File: config.mk
export PLATFORM = sky130hd
export DESIGN_NAME = branch_resolve_unit_flat
export DESIGN_NICKNAME = d
export VERILOG_FILES = /design/src/rtl/rv32_branch_pkg.sv /design/src/rtl/branch_resolve_unit_if.sv /design/src/rtl/comparator_32bit.sv /design/src/rtl/branch_resolve_unit.sv /design/src/flat_wrapper.sv
export SDC_FILE = /design/constraint.sdc
export NUM_CORES = 1
export LEC_CHECK = 0
export ABC_AREA = 1
export CORE_MARGIN = 3
export CORE_UTILIZATION = 45
export CTS_CLUSTER_DIAMETER = 200
export DETAILED_ROUTE_END_ITERATION = 16
export PLACE_DENSITY = 0.73
export SLEW_MARGIN = 5
export SYNTH_ARGS = -nofsm -noshare
export SYNTH_HDL_FRONTEND = slang
export SYNTH_HIERARCHICAL = 1
export SYNTH_SLANG_ARGS = --single-unit
File: constraint.sdc
create_clock -name i_clk -period 3.8 [get_ports i_clk]
set_input_delay 0.57 -clock i_clk [delete_from_list [all_inputs] [get_ports i_clk]]
set_output_delay 0.57 -clock i_clk [all_outputs]
set_load 0.03 [all_outputs]
File: src/rtl/rv32_branch_pkg.sv
// Shared encodings for the execute-stage branch resolver:
// B-type funct3 values and the resolver FSM states.
package rv32_branch_pkg;

    localparam logic [2:0] BEQ  = 3'b000;
    localparam logic [2:0] BNE  = 3'b001;
    localparam logic [2:0] BLT  = 3'b100;
    localparam logic [2:0] BGE  = 3'b101;
    localparam logic [2:0] BLTU = 3'b110;
    localparam logic [2:0] BGEU = 3'b111;

    typedef enum logic [1:0] {
        IDLE     = 2'd0,
        EVAL     = 2'd1,
        REDIRECT = 2'd2
    } br_state_e;

endpackage

File: src/rtl/branch_resolve_unit_if.sv
// Bundle between the ID/EX register, the branch resolver and the fetch PC mux.
// The pipeline/fetch side uses master, the resolver uses slave.
interface branch_resolve_unit_if #(
    parameter int XLEN  = 32,
    parameter int CNT_W = 16
);
    logic             i_br_valid;
    logic             o_br_ready;
    logic [2:0]       i_br_funct3;
    logic             i_br_is_jal;
    logic             i_br_is_jalr;
    logic [XLEN-1:0]  i_br_pc;
    logic [XLEN-1:0]  i_rs1;
    logic [XLEN-1:0]  i_rs2;
    logic [XLEN-1:0]  i_br_imm;
    logic             i_pred_taken;
    logic [XLEN-1:0]  i_pred_target;
    logic             i_kill;
    logic             o_res_valid;
    logic             o_res_taken;
    logic [XLEN-1:0]  o_res_target;
    logic             o_flush;
    logic             o_redir_valid;
    logic             i_redir_ready;
    logic [XLEN-1:0]  o_redir_pc;
    logic             o_illegal;
    logic             o_misalign;
    logic [CNT_W-1:0] o_br_cnt;
    logic [CNT_W-1:0] o_mispred_cnt;

    modport master (
        output i_br_valid, i_br_funct3, i_br_is_jal, i_br_is_jalr, i_br_pc,
               i_rs1, i_rs2, i_br_imm, i_pred_taken, i_pred_target, i_kill,
               i_redir_ready,
        input  o_br_ready, o_res_valid, o_res_taken, o_res_target, o_flush,
               o_redir_valid, o_redir_pc, o_illegal, o_misalign, o_br_cnt,
               o_mispred_cnt
    );

    modport slave (
        input  i_br_valid, i_br_funct3, i_br_is_jal, i_br_is_jalr, i_br_pc,
               i_rs1, i_rs2, i_br_imm, i_pred_taken, i_pred_target, i_kill,
               i_redir_ready,
        output o_br_ready, o_res_valid, o_res_taken, o_res_target, o_flush,
               o_redir_valid, o_redir_pc, o_illegal, o_misalign, o_br_cnt,
               o_mispred_cnt
    );

endinterface

File: src/rtl/comparator_32bit.sv
// 32-bit magnitude comparator; signed mode biases both MSBs so a single
// unsigned compare serves both interpretations.
module comparator_32bit (
    input  logic [31:0] a,
    input  logic [31:0] b,
    input  logic        is_unsigned,
    output logic        equal,
    output logic        larger,
    output logic        smaller
);
    logic [31:0] a_k;
    logic [31:0] b_k;

    assign a_k     = {a[31] ^ ~is_unsigned, a[30:0]};
    assign b_k     = {b[31] ^ ~is_unsigned, b[30:0]};
    assign equal   = (a == b);
    assign larger  = (a_k > b_k);
    assign smaller = (a_k < b_k);

endmodule

File: src/rtl/branch_resolve_unit.sv
// Execute-stage branch/jump resolver: registers one micro-op, resolves it in
// a dedicated cycle and raises flush plus a held redirect on mispredict.
//
// state    | meaning
// IDLE     | ready for a new micro-op
// EVAL     | operands registered, direction/target resolved this cycle
// REDIRECT | mispredict redirect held until fetch accepts it
module branch_resolve_unit
    import rv32_branch_pkg::*;
#(
    parameter int XLEN  = 32,
    parameter int CNT_W = 16
) (
    input logic                  i_clk,
    input logic                  i_rst_n,
    branch_resolve_unit_if.slave bus
);
    localparam logic [XLEN-1:0] JALR_MASK  = {{(XLEN-1){1'b1}}, 1'b0};
    localparam logic [XLEN-1:0] INSN_BYTES = XLEN'(4);

    br_state_e state_q, state_d;

    logic [2:0]      funct3_q;
    logic            is_jal_q, is_jalr_q, pred_taken_q;
    logic [XLEN-1:0] pc_q, rs1_q, rs2_q, imm_q, pred_target_q;

    logic            res_valid_q, res_taken_q, flush_q, redir_valid_q;
    logic            illegal_q, misalign_q;
    logic [XLEN-1:0] res_target_q, redir_pc_q;
    logic [CNT_W-1:0] br_cnt_q, mispred_cnt_q;

    logic            equal, larger, smaller;
    logic            cond_taken, bad_funct3, is_jump;
    logic            taken_c, illegal_c, misalign_c, mispred_c;
    logic [XLEN-1:0] tgt_c, next_pc_c;
    logic            accept, eval_done, redir_done;

    comparator_32bit u_cmp (
        .a           (rs1_q),
        .b           (rs2_q),
        .is_unsigned (funct3_q[1]),
        .equal       (equal),
        .larger      (larger),
        .smaller     (smaller)
    );

    always_comb begin
        cond_taken = 1'b0;
        bad_funct3 = 1'b0;
        case (funct3_q)
            BEQ:        cond_taken = equal;
            BNE:        cond_taken = !equal;
            BLT, BLTU:  cond_taken = smaller;
            BGE, BGEU:  cond_taken = larger || equal;
            default:    bad_funct3 = 1'b1;
        endcase
    end

    assign is_jump    = is_jal_q || is_jalr_q;
    assign taken_c    = is_jump || cond_taken;
    assign illegal_c  = !is_jump && bad_funct3;
    assign tgt_c      = is_jalr_q ? ((rs1_q + imm_q) & JALR_MASK) : (pc_q + imm_q);
    assign next_pc_c  = taken_c ? tgt_c : (pc_q + INSN_BYTES);
    assign misalign_c = taken_c && (tgt_c[1:0] != 2'b00);
    // Illegal and misaligned ops trap elsewhere, so they never redirect fetch.
    assign mispred_c  = !illegal_c && !misalign_c &&
                        ((taken_c != pred_taken_q) || (taken_c && (tgt_c != pred_target_q)));

    assign accept     = bus.i_br_valid && (state_q == IDLE) && !bus.i_kill;
    assign eval_done  = (state_q == EVAL) && !bus.i_kill;
    assign redir_done = (state_q == REDIRECT) && (bus.i_kill || bus.i_redir_ready);

    always_ff @(posedge i_clk or negedge i_rst_n) begin
        if (!i_rst_n) state_q <= IDLE;
        else          state_q <= state_d;
    end

    always_comb begin
        state_d = state_q;
        case (state_q)
            IDLE:     if (accept) state_d = EVAL;
            EVAL:     if (bus.i_kill)     state_d = IDLE;
                      else if (mispred_c) state_d = REDIRECT;
                      else                state_d = IDLE;
            REDIRECT: if (redir_done) state_d = IDLE;
            default:  state_d = IDLE;
        endcase
    end

    always_ff @(posedge i_clk or negedge i_rst_n) begin
        if (!i_rst_n) begin
            funct3_q      <= '0;
            is_jal_q      <= 1'b0;
            is_jalr_q     <= 1'b0;
            pc_q          <= '0;
            rs1_q         <= '0;
            rs2_q         <= '0;
            imm_q         <= '0;
            pred_taken_q  <= 1'b0;
            pred_target_q <= '0;
        end else if (accept) begin
            funct3_q      <= bus.i_br_funct3;
            is_jal_q      <= bus.i_br_is_jal;
            is_jalr_q     <= bus.i_br_is_jalr;
            pc_q          <= bus.i_br_pc;
            rs1_q         <= bus.i_rs1;
            rs2_q         <= bus.i_rs2;
            imm_q         <= bus.i_br_imm;
            pred_taken_q  <= bus.i_pred_taken;
            pred_target_q <= bus.i_pred_target;
        end
    end

    always_ff @(posedge i_clk or negedge i_rst_n) begin
        if (!i_rst_n) begin
            res_valid_q   <= 1'b0;
            res_taken_q   <= 1'b0;
            res_target_q  <= '0;
            flush_q       <= 1'b0;
            redir_valid_q <= 1'b0;
            redir_pc_q    <= '0;
            illegal_q     <= 1'b0;
            misalign_q    <= 1'b0;
            br_cnt_q      <= '0;
            mispred_cnt_q <= '0;
        end else begin
            res_valid_q <= 1'b0;
            flush_q     <= 1'b0;
            illegal_q   <= 1'b0;
            misalign_q  <= 1'b0;
            if (eval_done) begin
                res_valid_q  <= 1'b1;
                res_taken_q  <= taken_c;
                res_target_q <= next_pc_c;
                illegal_q    <= illegal_c;
                misalign_q   <= misalign_c;
                if (br_cnt_q != '1) br_cnt_q <= br_cnt_q + CNT_W'(1);
                if (mispred_c) begin
                    flush_q       <= 1'b1;
                    redir_valid_q <= 1'b1;
                    redir_pc_q    <= next_pc_c;
                    if (mispred_cnt_q != '1) mispred_cnt_q <= mispred_cnt_q + CNT_W'(1);
                end
            end
            if (redir_done) redir_valid_q <= 1'b0;
        end
    end

    assign bus.o_br_ready    = (state_q == IDLE);
    assign bus.o_res_valid   = res_valid_q;
    assign bus.o_res_taken   = res_taken_q;
    assign bus.o_res_target  = res_target_q;
    assign bus.o_flush       = flush_q;
    assign bus.o_redir_valid = redir_valid_q;
    assign bus.o_redir_pc    = redir_pc_q;
    assign bus.o_illegal     = illegal_q;
    assign bus.o_misalign    = misalign_q;
    assign bus.o_br_cnt      = br_cnt_q;
    assign bus.o_mispred_cnt = mispred_cnt_q;

endmodule

File: src/flat_wrapper.sv
// flat-port wrapper written by rule: the top's interface ports become plain ports
module branch_resolve_unit_flat import rv32_branch_pkg::*;
#(
    parameter int XLEN  = 32,
    parameter int CNT_W = 16
)
  (i_clk, i_rst_n, bus_i_br_valid, bus_i_br_funct3, bus_i_br_is_jal, bus_i_br_is_jalr, bus_i_br_pc, bus_i_rs1, bus_i_rs2, bus_i_br_imm, bus_i_pred_taken, bus_i_pred_target, bus_i_kill, bus_i_redir_ready, bus_o_br_ready, bus_o_res_valid, bus_o_res_taken, bus_o_res_target, bus_o_flush, bus_o_redir_valid, bus_o_redir_pc, bus_o_illegal, bus_o_misalign, bus_o_br_cnt, bus_o_mispred_cnt);
  branch_resolve_unit_if #(.XLEN(XLEN), .CNT_W(CNT_W)) bus_i ();
  input logic i_clk;
  input logic i_rst_n;
  input wire logic [$bits(bus_i.i_br_valid)-1:0] bus_i_br_valid;
  input wire logic [$bits(bus_i.i_br_funct3)-1:0] bus_i_br_funct3;
  input wire logic [$bits(bus_i.i_br_is_jal)-1:0] bus_i_br_is_jal;
  input wire logic [$bits(bus_i.i_br_is_jalr)-1:0] bus_i_br_is_jalr;
  input wire logic [$bits(bus_i.i_br_pc)-1:0] bus_i_br_pc;
  input wire logic [$bits(bus_i.i_rs1)-1:0] bus_i_rs1;
  input wire logic [$bits(bus_i.i_rs2)-1:0] bus_i_rs2;
  input wire logic [$bits(bus_i.i_br_imm)-1:0] bus_i_br_imm;
  input wire logic [$bits(bus_i.i_pred_taken)-1:0] bus_i_pred_taken;
  input wire logic [$bits(bus_i.i_pred_target)-1:0] bus_i_pred_target;
  input wire logic [$bits(bus_i.i_kill)-1:0] bus_i_kill;
  input wire logic [$bits(bus_i.i_redir_ready)-1:0] bus_i_redir_ready;
  output wire logic [$bits(bus_i.o_br_ready)-1:0] bus_o_br_ready;
  output wire logic [$bits(bus_i.o_res_valid)-1:0] bus_o_res_valid;
  output wire logic [$bits(bus_i.o_res_taken)-1:0] bus_o_res_taken;
  output wire logic [$bits(bus_i.o_res_target)-1:0] bus_o_res_target;
  output wire logic [$bits(bus_i.o_flush)-1:0] bus_o_flush;
  output wire logic [$bits(bus_i.o_redir_valid)-1:0] bus_o_redir_valid;
  output wire logic [$bits(bus_i.o_redir_pc)-1:0] bus_o_redir_pc;
  output wire logic [$bits(bus_i.o_illegal)-1:0] bus_o_illegal;
  output wire logic [$bits(bus_i.o_misalign)-1:0] bus_o_misalign;
  output wire logic [$bits(bus_i.o_br_cnt)-1:0] bus_o_br_cnt;
  output wire logic [$bits(bus_i.o_mispred_cnt)-1:0] bus_o_mispred_cnt;
  assign bus_i.i_br_valid = bus_i_br_valid;
  assign bus_i.i_br_funct3 = bus_i_br_funct3;
  assign bus_i.i_br_is_jal = bus_i_br_is_jal;
  assign bus_i.i_br_is_jalr = bus_i_br_is_jalr;
  assign bus_i.i_br_pc = bus_i_br_pc;
  assign bus_i.i_rs1 = bus_i_rs1;
  assign bus_i.i_rs2 = bus_i_rs2;
  assign bus_i.i_br_imm = bus_i_br_imm;
  assign bus_i.i_pred_taken = bus_i_pred_taken;
  assign bus_i.i_pred_target = bus_i_pred_target;
  assign bus_i.i_kill = bus_i_kill;
  assign bus_i.i_redir_ready = bus_i_redir_ready;
  assign bus_o_br_ready = bus_i.o_br_ready;
  assign bus_o_res_valid = bus_i.o_res_valid;
  assign bus_o_res_taken = bus_i.o_res_taken;
  assign bus_o_res_target = bus_i.o_res_target;
  assign bus_o_flush = bus_i.o_flush;
  assign bus_o_redir_valid = bus_i.o_redir_valid;
  assign bus_o_redir_pc = bus_i.o_redir_pc;
  assign bus_o_illegal = bus_i.o_illegal;
  assign bus_o_misalign = bus_i.o_misalign;
  assign bus_o_br_cnt = bus_i.o_br_cnt;
  assign bus_o_mispred_cnt = bus_i.o_mispred_cnt;
  branch_resolve_unit #(.XLEN(XLEN), .CNT_W(CNT_W)) u_core (.i_clk(i_clk), .i_rst_n(i_rst_n), .bus(bus_i));
endmodule
==> summary.md, run 1 <==
| Metric | Value |
|---|---|
| Number of synthesized flops with an enable pin | `0` |
| Skew final | `~0.016 ns` |
| Cells after synthesis | `between 2k and 3k` |
| Synth area leader | `dfrtp_1` |
| Initial Util | `between 40% and 50%` |
| Setup TNS | `0 ns` |
| DRC | `0` |
| Placement Rows | `72` |
| Syn Nets | `2931` |
| GR Util All Layers | `a little over a quarter` |
| IO Pins | `274` |
| Library cells used by synthesis | `42` |
| Synth Warn # | `6` |
| Total wire length | `58.0 mm` |
| Share of synthesized registers carrying an async set or reset | `100%` |
| Final hold slack | `slightly below 0.07 ns` |
| Crit-path slowest cell | `fa_1` |
| Layout cell share with drive strength beyond 1 | `about 6%` |
| DR iter-0 viols | `approximately 1.5k` |
| Worst-path clk slew | `0.06 ns` |
| CP arrival | `3.97 ns` |
| Longest Clk Path Bufs | `3` |
| Worst-Skew Late Latency | `0.56 ns` |
| Post-synthesis adder-cell area fraction | `6.79%` |
| Core box area | `approximately 0.04 mm2` |
| Final Critical Period | `between 3 and 4 ns` |
| CTS Root Cell | `clkbuf_16` |
| Initial antenna violation count | `0` |
| Largest family of logic cells by synthesized area | `simple AND/OR/NAND/NOR gates` |
| Final #Nets | `between 3k and 4k` |
| Post-Syn Area | `between 0.015 and 0.02 mm2` |
| RD Place Congestion | `~0.97` |
| Placed cell area | `0.0215 mm2` |
| Final Cycle Share | `between 90% and 100%` |
| Synth area leaders | `dfrtp_1 (37%), nand2_1 (22%), inv_1 (6.8%)` |
| Kind of critical path | `reg -> reg` |
| Main synth FF type | `dfrtp_1` |
| Worst-margin pin slew | `approximately 0.81 ns` |
| Crit path largest cell delay | `between 0.4 and 0.5 ns` |
| P&R area growth vs syn | `25.4%` |
| Die Y | `207 um` |
| Stages on the worst setup path | `22` |
| Fill cells | `between 3k and 4k` |
| CP most frequent cell | `nand2_1` |
| Final setup fails | `0` |
| Critical path buffer and inverter count | `4` |
| Die width | `207 um` |
| Max-slew violations | `0` |
| Avg Cell Area, Syn | `just under 7 um2` |
| Largest net degree at the start of global routing | `roughly 130` |
| Req. time, crit path | `roughly 4.2 ns` |
| Share of the synthesized area in the top cell type | `37.3%` |
| DR pass1 iterations | `5` |
| Vias | `roughly 18k` |
| Complex-gate fraction of the synthesized area | `under 10%` |
| Power density over the cells | `around 660 mW/mm2` |
| # Max-Cap Violations | `0` |
| CTS Sinks | `270` |
| Hold Path Class | `in -> async` |
| Fmax achieved | `between 200 and 300 MHz` |
| H-tree levels | `1` |
| Xor/xnor share of the synthesized area | `under 10%` |
| Remaining antenna violation count | `0` |
| Dpl hpwl | `about 46 mm` |
| Status | `finished, final reports clean` |
| Port bufs | `approximately 270` |
| Vias in the first global route | `between 15k and 20k` |
| CP cell instances | `inv_1 -> fa_1 -> inv_1 -> nand2_1 -> nand2_1 -> nand3_1 -> nand2_1 -> nand2_1 -> nand2_1 -> nand3b_1 -> nand3_1 -> nand3_1 -> nand2_1 -> nand2_1 -> nand2_1 -> nand2_1 -> nor2_1 -> nand3_4 -> buf_12 -> buf_12 -> nand4_1 -> nand2_1` |
| Slew headroom | `45.2%` |
| CTS buffer count | `30` |
| Sequential cell area | `0.00676 mm2` |
| Mux share of post-synthesis cell area | `0%` |
| Leakage | `around 12 nW` |
| Final core occ | `57.9%` |
| Final instance area | `approximately 0.023 mm2` |
| Yosys reg bits | `between 200 and 300` |
| Final Hold Viols | `0` |
| WL/cell | `16.7 um` |
| Total grt overflow | `0` |
| Setup crit start kind | `flip-flop` |
| CTS tree | `yes` |
| Worst path top cell family by delay | `simple AND/OR/NAND/NOR gates` |
| Part of the Yosys area used for sequential elements | `37.3%` |
| Simple-Gate Fraction of Synth Area | `a little under two fifths` |
| R2R depth | `22` |
| Worst Setup End Kind | `flip-flop` |
| Area of the multi-input gates | `0.00982 mm2` |
| First-pass GRT wire length | `about 90 mm` |
| Worst-path maximum fanout | `10` |
| VDD IR-drop max | `between 0.2 and 0.3 mV` |
| RSZ-0062 raised after global routing | `false` |
| Vias per inst | `roughly 5.2` |
| Die area | `roughly 0.043 mm2` |
registers in the layout, indices dropped and copies added, names as in the netlist, 2 cells and up:
| register | count |
|---|---|
| u_core/bus.o_br_cnt | 16 |
| u_core/bus.o_mispred_cnt | 16 |
| u_core/bus.o_redir_pc | 32 |
| u_core/bus.o_res_target | 32 |
| u_core/funct3_q | 3 |
| u_core/imm_q | 32 |
| u_core/pc_q | 32 |
| u_core/pred_target_q | 32 |
| u_core/rs1_q | 32 |
| u_core/rs2_q | 32 |
| u_core/state_q | 2 |
power by group:
group          internal, mW  total [mW]  switching (mW)
sequential             3.64        4.42           0.783
combinational          2.68        7.41            4.73
clock                  1.97        3.16            1.19
stage by stage:
step	std cells	power, mW	setup WS (ns)
after floorplan	2663	9.03	0.722
after global routing	3477	16.1	0.00948
after global placement	3419	11.6	0.215
after CTS	3473	15.0	0.0595
final	3478	15.0	0.266
after detailed placement	3419	11.7	0.0939
cells in the mapped netlist (all sizes together) (7+ instances only):
cell type,n
a21oi,63
o21bai,7
nor4,7
nand3b,17
nor2,163
dfrtp,270
clkbuf,51
buf,17
nor3,24
nand3,238
ha,95
nand2,1108
xor2,42
inv,331
nand4,44
o21ai,145
xnor2,18
logic make-up after synthesis:
group	Yosys count
adders and majority gates	97
xor gates and xnor gates	60
and+or+nand+nor	1607
DFF	270
AOI/OAI and AO/OA	229
buffers and inverters	400
repair_timing:
item | in CTS | in global routing
endpoints found under the setup margin | 0 | 51
gates resized for setup | 0 | 11
buffers inserted | 0 | 3
hold buffers | 0 | 0
final cells by class:
cell class | count | share of cell area [%]
sequential | 270 | 29.8
clock inverter | 16 | 1.09
tap | 518 | 2.85
timing repair buffer | 310 | 13.8
clock buffer | 38 | 3.71
antenna | 1 | 0.0110
multi-input combinational | 1993 | 43.3
inverter | 332 | 5.49
worst reg2reg max path, stage by stage, from the launching register on:
cell and delay, ns:
dfrtp_1 0.41, inv_1 0.10, fa_1 0.43, inv_1 0.06, nand2_1 0.07, nand2_1 0.14, nand3_1 0.14, nand2_1 0.16
nand2_1 0.08, nand2_1 0.15, nand3b_1 0.14, nand3_1 0.10, nand3_1 0.20, nand2_1 0.18, nand2_1 0.07, nand2_1 0.06
nand2_1 0.05, nor2_1 0.24, nand3_4 0.17, buf_12 0.18, buf_12 0.13, nand4_1 0.07, nand2_1 0.09
per-layer routing:
metal | track usage (%) | vias up | routed length, um
li1 | - | 8971 | -
met1 | 38.9 | 8407 | 27000
met2 | 43.5 | 552 | 26300
met3 | 2.27 | 57 | 3560
met4 | 5.65 | 0 | 1140
met5 | 0 | - | 0
cells in the final DEF (no fill, tap or decap), types with 18 or more instances in the layout:
cell type	count
a21oi_1	61
buf_4	26
clkbuf_16	32
clkdlybuf4s50_1	272
dfrtp_1	270
ha_1	95
inv_1	326
nand2_1	1077
nand2_2	30
nand3_1	233
nand4_1	44
nor2_1	147
nor3_1	20
o21ai_0	108
o21ai_2	25
xnor2_1	18
xor2_1	42
final timing paths:
| check | end | start | slack (ns) |
|---|---|---|---|
| max | u_core/bus.o_mispred_cnt[3] | u_core/rs1_q[1] | 0.27 |
| min | u_core/rs2_q[30] | i_rst_n | 0.07 |
| min reg2reg | u_core/rs2_q[3] | u_core/rs2_q[3] | 0.47 |
| max in group asynchronous | u_core/pc_q[29] | i_rst_n | 2.83 |
| min in group i_clk | u_core/rs2_q[3] | u_core/rs2_q[3] | 0.47 |
| max reg2reg | u_core/bus.o_mispred_cnt[3] | u_core/rs1_q[1] | 0.27 |
No activity file was read; power rests on OpenSTA's default activity.
==> run 2, diff against run 1 <==
==> constraint.sdc (replaced) <==
create_clock -name i_clk -period 3.8 [get_ports i_clk]
set_input_delay 0.57 -clock i_clk [delete_from_list [all_inputs] [get_ports i_clk]]
set_output_delay 0.57 -clock i_clk [all_outputs]
set_load 0.05 [all_outputs]
==> results of run 2 <==
The final DEF is identical to that of run 1. Status: finished, final reports clean.
Main changes from that run: total power 15.0 mW -> 15.6 mW; worst IR drop on VDD 0.272 mV -> 0.361 mV
==> run 3, diff against run 2 <==
--- a/config.mk
+++ b/config.mk
@@ -6,6 +6,7 @@
 export NUM_CORES = 1
 export LEC_CHECK = 0
 export ABC_AREA = 1
+export CORE_ASPECT_RATIO = 1.25
 export CORE_MARGIN = 3
 export CORE_UTILIZATION = 45
 export CTS_CLUSTER_DIAMETER = 200
==> run 3 against run 2 <==
Compared with the run above:
- via count increased by 1.7%
- combinational power grew 4.1%
- hold slack lost 0.035 ns
- first-iteration DRC count shrank 26%
- fmax decreased by 3.9%
- non-clock buffer count is 36 higher
- sequential power is 0.9% lower
- sequential share of layout area shrank 0.51 points
- global-route usage grew 1.3 points
- clock power is essentially flat
- largest cell class unchanged
- highest routed layer unchanged
==> summary.md, run 3 (synthesis results as in run 1) <==
| Metric | Value |
|---|---|
| Status | `finished, final reports clean` |
| Layout cell share with drive strength beyond 1 | `8.25% (+2.2 points)` |
| Die Y | `230 um (+11%)` |
| Total grt overflow | `0 (unchanged)` |
| Skew final | `0.0247 ns (+0.00853 ns)` |
| WL/cell | `17.5 um (+4.8%)` |
| Initial antenna violation count | `0 (unchanged)` |
| H-tree levels | `1 (unchanged)` |
| Commonest cells after routing, fill and taps aside | `nand2_1 (1059), inv_1 (325), clkdlybuf4s50_1 (272)` |
| Kind of critical path | `reg -> reg` |
| Worst Setup End Kind | `flip-flop` |
| Die area | `0.0427 mm2 (about the same)` |
| Crit path largest cell delay | `0.38 ns (-0.05 ns)` |
| CTS Sinks | `270 (unchanged)` |
| Die width | `185 um (-10%)` |
| Fill cells | `3711 (-1.8%)` |
| CP most frequent cell | `nor2_1` |
| Final worst slack | `0.121 ns (-0.145 ns)` |
| DP Worst Slack | `-0.103 ns (-0.197 ns)` |
| Worst-path maximum fanout | `8 (-2)` |
| VDD IR-drop max | `~0.38 mV` |
| DR iter-0 viols | `1116 (-26%)` |
| RSZ-0062 raised after global routing | `true` |
| First-pass GRT wire length | `93.9 mm (+4.4%)` |
| IO Pins | `274 (unchanged)` |
| Req. time, crit path | `4.29 ns (+0.06 ns)` |
| Final Hold Viols | `0 (unchanged)` |
| P&R area growth vs syn | `27.7%` |
| Hold Path Class | `in -> async` |
| Worst-path clk slew | `0.07 ns (about the same)` |
| Total wire length | `61.1 mm (+5.2%)` |
| Final #Nets | `3239 (+1.1%)` |
| Vias in the first global route | `17.6k (+4.1%)` |
| GR Util All Layers | `28.0% (+1.3 points)` |
| Reg2reg setup slack | `0.12 ns (-0.14 ns)` |
| Fmax achieved | `272 MHz (-3.9%)` |
| Power density over the cells | `~680 mW/mm2` |
| Max-slew violations | `0 (unchanged)` |
| Vias | `18.3k (+1.7%)` |
| # Max-Cap Violations | `0 (unchanged)` |
| Final setup fails | `0 (unchanged)` |
| CTS buffer count | `28 (-6.7%)` |
| Placement Rows | `81 (+13%)` |
| RD Place Congestion | `0.933 (-3.4%)` |
| Worst-Skew Late Latency | `0.57 ns (about the same)` |
| Crit-path slowest cell | `dfrtp_1` |
| Hold Buf Count CTS | `0 (unchanged)` |
| Worst-margin pin slew | `0.836 ns (+0.0211 ns)` |
| Core box area | `0.0394 mm2 (+0.60%)` |
| Remaining antenna violation count | `0 (unchanged)` |
| CTS Root Cell | `clkbuf_16` |
| Final Critical Period | `3.68 ns (+0.145 ns)` |
| Most common cell after layout, fill and taps aside | `nand2_1` |
| Initial Util | `45.9% (-0.28 points)` |
| CTS tree | `yes` |
| Setup crit start kind | `flip-flop` |
| Leakage | `12.1 nW (+1.8%)` |
| Longest Clk Path Bufs | `3 (unchanged)` |
| DR pass1 iterations | `5 (unchanged)` |
| DRC | `0 (unchanged)` |
| Diode count | `0 (-1)` |
| Final core occ | `58.6% (+0.68 points)` |
| Vias per inst | `5.24 (+1.3%)` |
| Slew headroom | `44.1% (-1.1 points)` |
| Final Cycle Share | `96.8% (+3.8 points)` |
| Dpl hpwl | `48.4 mm (+5.1%)` |
| CP arrival | `4.17 ns (+0.20 ns)` |
| Largest net degree at the start of global routing | `96 (-25%)` |
| Port bufs | `273 (unchanged)` |
## run 3: cell types whose count changed in the layout (fill, tap and decap cells not counted), moves of 6 or more
cell     change
nand2_4      +6
ha_1         -7
nand2_1     -18
nand2_2     +12
buf_4       +35
ha_4         +6
## run 3: final timing paths
kind / start / to / depth (start not counted)
hold reg to reg: u_core/rs2_q[4] / u_core/rs2_q[4] / 2
max in group asynchronous: i_rst_n / u_core/rs1_q[20] / 2
min in group i_clk: u_core/rs2_q[4] / u_core/rs2_q[4] / 2
setup reg to reg: u_core/rs2_q[23] / u_core/bus.o_mispred_cnt[0] / 29
setup / recovery: u_core/rs2_q[23] / u_core/bus.o_mispred_cnt[0] / 29
hold / removal: i_rst_n / u_core/bus.o_mispred_cnt[0] / 1
## run 3: area by class of cell
type	instances	area [um2]	area share [%]
flip-flops and latches	270	6760	29.2
multi-input cells	1993	10000	43.3
inverters	332	1250	5.40
clock inverters	17	263	1.14
well taps	498	623	2.70
repair buffers	346	3420	14.8
clock buffers	35	788	3.41
## run 3: worst max-delay path: cells and delay by family (launching register included)
| kind | cells | cell delay (ns) |
|---|---|---|
| AOI/OAI and AO/OA | 1 | 0.12 |
| adders and majority gates | 1 | 0.27 |
| buffers and inverters | 4 | 0.60 |
| DFF | 1 | 0.38 |
| and+or+nand+nor | 23 | 2.23 |
## run 3: metal layers
layer,wire length [um],GRT usage [%],vias to the layer above
li1,-,-,9059
met1,26200,36.8,8597
met2,30100,49.0,548
met3,2970,2.20,86
met4,1800,8.28,0
met5,0,0,-
## run 3: through the flow
| step | TNS (ns) | instance area (um2) | power (mW) | instances | hold WS (ns) |
|---|---|---|---|---|---|
| 2_1_floorplan | 0 | 18100 | 9.59 | 2663 | 0.274 |
| 5_1_grt | -3.87 | 23100 | 16.9 | 3491 | 0.0833 |
| 3_3_place_gp | -0.332 | 21600 | 12.3 | 3417 | 0.455 |
| 6_report | 0 | 23100 | 15.8 | 3491 | 0.0326 |
| 4_1_cts | 0 | 22700 | 15.7 | 3470 | 0.0650 |
| 3_5_place_dp | -2.97 | 21600 | 12.5 | 3417 | 0.459 |
## run 3: timing repair
action                     in CTS  in global routing
setup endpoints to repair      49                 51
gates cloned                    0                  1
pin swaps                       1                 18
setup buffers                   1                 20
resized for setup               2                 49
## run 3: power breakdown
part           leakage (nW)  internal [mW]  switching, mW
Combinational          8.18           2.81           5.50
Clock                 0.511           1.89           1.24
Sequential             3.40           3.63          0.745
Total                  12.1           8.33           7.48
